[src/rtl/alu_pkg.sv]
`default_nettype none
// +--------------------------------------------------------------------+
// | alu_pkg: opsel codes, FSM states and width shared by the ALU       |
// | decoder and the multi-cycle execute unit.                          |
// | Revision: 1.0                                                      |
// +--------------------------------------------------------------------+
package alu_pkg;

  localparam int XLEN = 32;

  localparam logic [2:0] OP_ADD   = 3'b000;
  localparam logic [2:0] OP_SLL   = 3'b001;
  localparam logic [2:0] OP_PASSB = 3'b010;
  localparam logic [2:0] OP_SLT   = 3'b011;
  localparam logic [2:0] OP_XOR   = 3'b100;
  localparam logic [2:0] OP_SR    = 3'b101;
  localparam logic [2:0] OP_OR    = 3'b110;
  localparam logic [2:0] OP_AND   = 3'b111;

  typedef enum logic [1:0] {
    ST_IDLE  = 2'd0,
    ST_SHIFT = 2'd1,
    ST_DONE  = 2'd2
  } state_t;

endpackage
`default_nettype wire

[src/rtl/alu_shift_step.sv]
`default_nettype none
// +--------------------------------------------------------------------+
// | alu_shift_step: one combinational shifter slice, moves a value by  |
// | 0..32 positions left (zero fill) or right (fill bit).              |
// | Revision: 1.0                                                      |
// +--------------------------------------------------------------------+
module alu_shift_step #(
  parameter int XLEN = 32
) (
  input  logic [XLEN-1:0] i_value,
  input  logic            i_left,
  input  logic            i_fill,
  input  logic [5:0]      i_amt,
  output logic [XLEN-1:0] o_value
);

  logic [XLEN-1:0] w_fill_mask;

  always_comb begin
    // Ones in exactly the vacated upper positions of a right shift.
    w_fill_mask = i_fill ? ~({XLEN{1'b1}} >> i_amt) : '0;
    o_value     = i_left ? (i_value << i_amt) : ((i_value >> i_amt) | w_fill_mask);
  end

endmodule
`default_nettype wire

[src/rtl/alu_seq_exec.sv]
`default_nettype none
// +--------------------------------------------------------------------+
// | alu_seq_exec: multi-cycle ALU execute stage, single-cycle add/     |
// | logic/compare plus an iterative SHIFT_STEP-per-cycle shifter.      |
// | Revision: 1.0                                                      |
// +--------------------------------------------------------------------+
module alu_seq_exec #(
  parameter int XLEN       = 32,
  parameter int SHIFT_STEP = 1
) (
  input  logic            i_clk,
  input  logic            i_rst_n,
  input  logic            i_valid,
  output logic            o_ready,
  input  logic [2:0]      i_opsel,
  input  logic            i_sub,
  input  logic            i_unsigned,
  input  logic            i_arith,
  input  logic [XLEN-1:0] i_op1,
  input  logic [XLEN-1:0] i_op2,
  input  logic            i_flush,
  output logic            o_valid,
  input  logic            i_ready,
  output logic [XLEN-1:0] o_result,
  output logic            o_eq,
  output logic            o_lt
);

  import alu_pkg::*;

  localparam logic [5:0] c_STEP = 6'(SHIFT_STEP);

  state_t          r_state;
  state_t          w_next;
  logic [XLEN-1:0] r_result;
  logic            r_eq;
  logic            r_lt;
  logic            r_left;
  logic            r_fill;
  logic [5:0]      r_rem;

  logic [XLEN-1:0] w_alu_res;
  logic [XLEN-1:0] w_shifted;
  logic [5:0]      w_amt;
  logic [4:0]      w_shamt;
  logic            w_accept;
  logic            w_is_shift;
  logic            w_start_shift;
  logic            w_eq;
  logic            w_lt;

  assign o_ready  = (r_state == ST_IDLE) && !i_flush;
  assign o_valid  = (r_state == ST_DONE);
  assign o_result = r_result;
  assign o_eq     = r_eq;
  assign o_lt     = r_lt;

  assign w_accept      = i_valid && o_ready;
  assign w_shamt       = i_op2[4:0];
  assign w_is_shift    = (i_opsel == OP_SLL) || (i_opsel == OP_SR);
  assign w_start_shift = w_is_shift && (w_shamt != 5'd0);
  assign w_amt         = (r_rem < c_STEP) ? r_rem : c_STEP;

  always_comb begin
    w_eq = (i_op1 == i_op2);
    w_lt = i_unsigned ? (i_op1 < i_op2) : ($signed(i_op1) < $signed(i_op2));
    case (i_opsel)
      OP_ADD:   w_alu_res = i_sub ? (i_op1 - i_op2) : (i_op1 + i_op2);
      OP_PASSB: w_alu_res = i_op2;
      OP_SLT:   w_alu_res = {{(XLEN-1){1'b0}}, w_lt};
      OP_XOR:   w_alu_res = i_op1 ^ i_op2;
      OP_OR:    w_alu_res = i_op1 | i_op2;
      OP_AND:   w_alu_res = i_op1 & i_op2;
      default:  w_alu_res = i_op1;  // shifts by zero pass op1 through
    endcase
  end

  alu_shift_step #(
    .XLEN (XLEN)
  ) u_shift_step (
    .i_value (r_result),
    .i_left  (r_left),
    .i_fill  (r_fill),
    .i_amt   (w_amt),
    .o_value (w_shifted)
  );

  always_comb begin
    w_next = r_state;
    case (r_state)
      ST_IDLE: begin
        if (w_accept) w_next = w_start_shift ? ST_SHIFT : ST_DONE;
      end
      ST_SHIFT: begin
        if (i_flush)             w_next = ST_IDLE;
        else if (r_rem == w_amt) w_next = ST_DONE;
      end
      ST_DONE: begin
        if (i_flush || i_ready) w_next = ST_IDLE;
      end
      default: w_next = ST_IDLE;
    endcase
  end

  always_ff @(posedge i_clk) begin
    if (!i_rst_n) r_state <= ST_IDLE;
    else          r_state <= w_next;
  end

  // r_result doubles as the shift working register while in SHIFT.
  always_ff @(posedge i_clk) begin
    if (!i_rst_n) begin
      r_result <= '0;
      r_eq     <= 1'b0;
      r_lt     <= 1'b0;
      r_left   <= 1'b0;
      r_fill   <= 1'b0;
      r_rem    <= '0;
    end else if (r_state == ST_IDLE) begin
      if (w_accept) begin
        r_eq   <= w_eq;
        r_lt   <= w_lt;
        r_left <= (i_opsel == OP_SLL);
        r_fill <= i_arith && i_op1[XLEN-1];
        if (w_start_shift) begin
          r_result <= i_op1;
          r_rem    <= {1'b0, w_shamt};
        end else begin
          r_result <= w_alu_res;
        end
      end
    end else if ((r_state == ST_SHIFT) && !i_flush) begin
      r_result <= w_shifted;
      r_rem    <= r_rem - w_amt;
    end
  end

endmodule
`default_nettype wire

[config.mk]
export PLATFORM = sky130hd
export DESIGN_NAME = alu_seq_exec
export DESIGN_NICKNAME = d
export VERILOG_FILES = /design/src/rtl/alu_pkg.sv /design/src/rtl/alu_shift_step.sv /design/src/rtl/alu_seq_exec.sv
export SDC_FILE = /design/constraint.sdc
export NUM_CORES = 1
export LEC_CHECK = 0
export CAP_MARGIN = 5
export CORE_ASPECT_RATIO = 1.1
export CORE_MARGIN = 10
export CORE_UTILIZATION = 50
export CTS_BUF_LIST = sky130_fd_sc_hd__clkbuf_4 sky130_fd_sc_hd__clkbuf_8 sky130_fd_sc_hd__clkbuf_16
export CTS_CLUSTER_DIAMETER = 200
export DETAILED_ROUTE_END_ITERATION = 12
export PLACE_DENSITY = 0.8
export SETUP_SLACK_MARGIN = 0.02
export SLEW_MARGIN = 20
export SYNTH_ARGS = -nofsm -noshare
export SYNTH_HDL_FRONTEND = slang
export SYNTH_SLANG_ARGS = --single-unit
[constraint.sdc]
create_clock -name i_clk -period 4.1 [get_ports i_clk]
set_input_delay 0.41 -clock i_clk [delete_from_list [all_inputs] [get_ports i_clk]]
set_output_delay 0.41 -clock i_clk [all_outputs]
set_load 0.01 [all_outputs]
==> out/qor.csv <==
metric;value;unit
outcome;finished clean;
wl_per_cell;21.74;um
vias_per_cell;6.553;
postSynthAreaPerCell;6.805;um2
synth.largest_area_cell;ha_1;
die_x;143.1;um
power_leakage;3.956;nW
gp_congestion;1.013;
crit_cells;14;
critPathRequiredTime;4.32;ns
max_clock_freq;273.6;MHz
seq_area_frac_synth;10.58;%
synth_top_area_share;14.72;%
crit_arrival;3.88;ns
cp-end-kind;register;
grt_pass1_vias;9009;
track_usage;27.91;%
layout-drive-gt1-share;6.347;%
critPathMaxStageDelay;0.56;ns
hold_viol_final;0;
r2r-start;r_rem[1]$_SDFFE_PN0P_;
yosys_warnings;0;
rr_worst_depth;9;
startpoint_type;primary input;
ys_ff_latch;44;
cts_setup_buffers;0;
io_pins;111;
worstReg2RegEnd;o_result[31]$_SDFFE_PN0P_;
antenna_found_initial;0;
root_buffer;clkbuf_16;
layout.cells.non_filler;1496;
core-area;16370;um2
worst_path_most_repeated_cell;a31oi_1;
fp.dieH;155.4;um
yosysUniqueCellTypes;79;
vias;9803;
drc;0;
drt-initial-drc-count;1374;
maxSlewHeadroom;32.85;%
cts_hold_buf;0;
wl;32520;um
hold_slack;0.4787;ns
slew_violations;0;
initial_utilization;50.88;%
slowest_stage;clkdlybuf4s50_1;
synth-main-ff-cell;dfxtp_1;
crit_chain;clkdlybuf4s50_1, ha_1, inv_1, fa_1, nor2b_1, o21ai_1, a31oi_1, o31ai_1, buf_4, a31oi_1, a211oi_2, mux2i_1, o211ai_1, a31oi_1;
period_needed;3.654;ns
dpl.hpwl;25020;um
crit_path_start;i_op2[0];
final_util;59.18;%
drv_cap;0;
cts_sinks;44;
firstDrtPassIters;6;
rsz0062_at_grt;no;
grt_max_degree;48;
rows;49;
worstSetupPathType;in2reg;
cts_inserted_buffers;5;
hold_path.class;reg2reg;
synth_area;8329;um2
setup-tns-final;0;ns
ir_worst_vdd;0.0001654;V
critPathTopFamily;compound AO/OA/AOI/OAI gates;
synth-edff-count;0;
dp_cells;1488;
clk_latency;0.30;ns
syn2layout_area_growth;16.31;%
fin_nets;1466;
cts_tree;yes;
clk_pin_slew;0.07;ns
n_antenna_cell;0;
ctsHtreeMaxLevel;2;
synth_nets;1399;
power;2.301;mW
dieArea;22230;um2
p_per_area;237.5;nW/um2
cts_resized;0;
cp_num_buf_inv;3;
path_max_fanout;5;
worstMarginPinSlew;1.007;ns
cts_buffer_depth;2;
portBuffers;110;
rrSetupSlack;1.47;ns
setup_viol;0;
synthTopCellsByArea;ha_1 15%, dfxtp_1 11%, o21ai_0 8.1%;
grt_pass1_wl;50550;um
async_flop_share;0;%
clock_skew;0.007927;ns
grt-ovfl-total;0;
post-route-period-util;89.13;%
synth_cells;1224;
ant_nets;0;
nFillCells;1617;
==> per-stage QoR <==
stage          setup WS (ns)  cell area, um2
6_report              0.4456            9688
5_1_grt               0.2361            9688
4_1_cts               0.5238            9688
3_5_place_dp          0.2170            9510
3_3_place_gp          0.2516            9510
2_1_floorplan          1.179            8329
==> synthesized netlist by cell type (4+ instances only) <==
cell and instances:
clkbuf_8 8, o22ai_1 11, nand3_1 27, nand2_1 118
dfxtp_1 44, o21bai_1 5, nor2_1 87, o21ai_0 135
a22oi_1 7, a22o_1 4, mux2i_1 51, a211o_1 5
nand2b_1 11, buf_1 7, or2_2 5, nand4_1 15
a221oi_1 19, a211oi_1 15, a31oi_1 23, o211ai_1 28
o21a_1 6, a211oi_2 5, a21oi_1 126, and3_1 6
o31ai_1 14, ha_1 98, nor2b_1 9, buf_2 6
a21o_1 4, mux2_2 4, o21ai_1 4, inv_1 121
nor3_1 18, xnor2_1 22, nor4_1 14, a311oi_1 9
clkbuf_1 57, a222oi_1 12
==> routing by layer <==
metal	vias up	part of all wire (%)	wire (um)	track usage, %
li1	4572	-	-	-
met1	4609	43	13990	38.91
met2	568	44	14260	43.23
met3	54	11	3600	4.903
met4	0	2.1	671	6.883
met5	-	0	0	0
==> cells by family (layout without fill, tap and decap cells) <==
kind of cell | Yosys count | in the layout | share of synthesized area (%)
buffers and inverters | 208 | 276 | 10.74
adder cells (fa/ha/maj) | 100 | 100 | 15.20
AND/OR/NAND/NOR | 325 | 325 | 18.15
XOR/XNOR | 23 | 23 | 2.418
flip-flops | 44 | 44 | 10.58
multiplexers | 55 | 55 | 6.670
AO/OA/AOI/OAI | 469 | 469 | 36.25
==> where the power goes <==
part	leakage (nW)	switching [mW]	internal (mW)	total (mW)
Combinational	3.51	0.797	0.496	1.29
Sequential	0.361	0.0510	0.463	0.514
Clock	0.0871	0.189	0.306	0.494
==> registers in the layout (all words and copies together), names as in the netlist, named ones only <==
name	count
o_result	31
r_left	1
r_fill	1
r_state	2
o_eq	1
o_lt	1
r_rem	6
==> how the worst min path moves through the flow <==
stage	from	cells after the start	slack [ns]	endpoint
global route	r_fill$_SDFFE_PN0P_	2	0.49	r_fill$_SDFFE_PN0P_
CTS	r_fill$_SDFFE_PN0P_	2	0.47	r_fill$_SDFFE_PN0P_
floorplan	r_fill$_SDFFE_PN0P_	2	0.43	r_fill$_SDFFE_PN0P_
global placement	r_fill$_SDFFE_PN0P_	2	0.44	r_fill$_SDFFE_PN0P_
finish	r_rem[5]$_SDFFE_PN0P_	2	0.48	r_rem[5]$_SDFFE_PN0P_
detailed placement	r_fill$_SDFFE_PN0P_	2	0.46	r_fill$_SDFFE_PN0P_
==> layout make-up <==
cell class	count	area, um2	share of cell area (%)
well taps	204	255.2	2.635
repair buffers	142	1339	13.82
clock buffers	6	138.9	1.434
inverters	126	473.0	4.882
flip-flops and latches	44	882.1	9.105
clock inverters	2	38.79	0.4004
multi-input cells	972	6561	67.73
==> worst min-delay path, delay by kind of cell (launching register included) <==
| kind | cells | cell delay [ns] |
|---|---|---|
| and+or+nand+nor | 1 | 0.07 |
| DFF | 1 | 0.33 |
| AOI/OAI and AO/OA | 1 | 0.04 |
==> cells in the final DEF, fill, tap and decap left out, drive strengths merged, types with 4 or more instances in the layout <==
master           n
o21bai           5
dfxtp           44
a31oi           23
a211o            5
o22ai           11
nand2          118
a2111oi          4
a221oi          21
nand4           15
o21a             6
clkbuf           6
ha              98
o21ai          139
o31ai           15
nor2b           10
a21o             5
mux2i           51
mux2             4
a211oi          20
nor4            16
or3              4
a22oi            7
a311oi          10
xnor2           22
o211ai          29
and3             6
buf             35
a21oi          126
nand2b          11
nor3            20
a22o             4
nor2            88
nand3           27
inv            124
clkdlybuf4s50  107
or2              6
a222oi          12
Power figures use the tool's default switching activity.
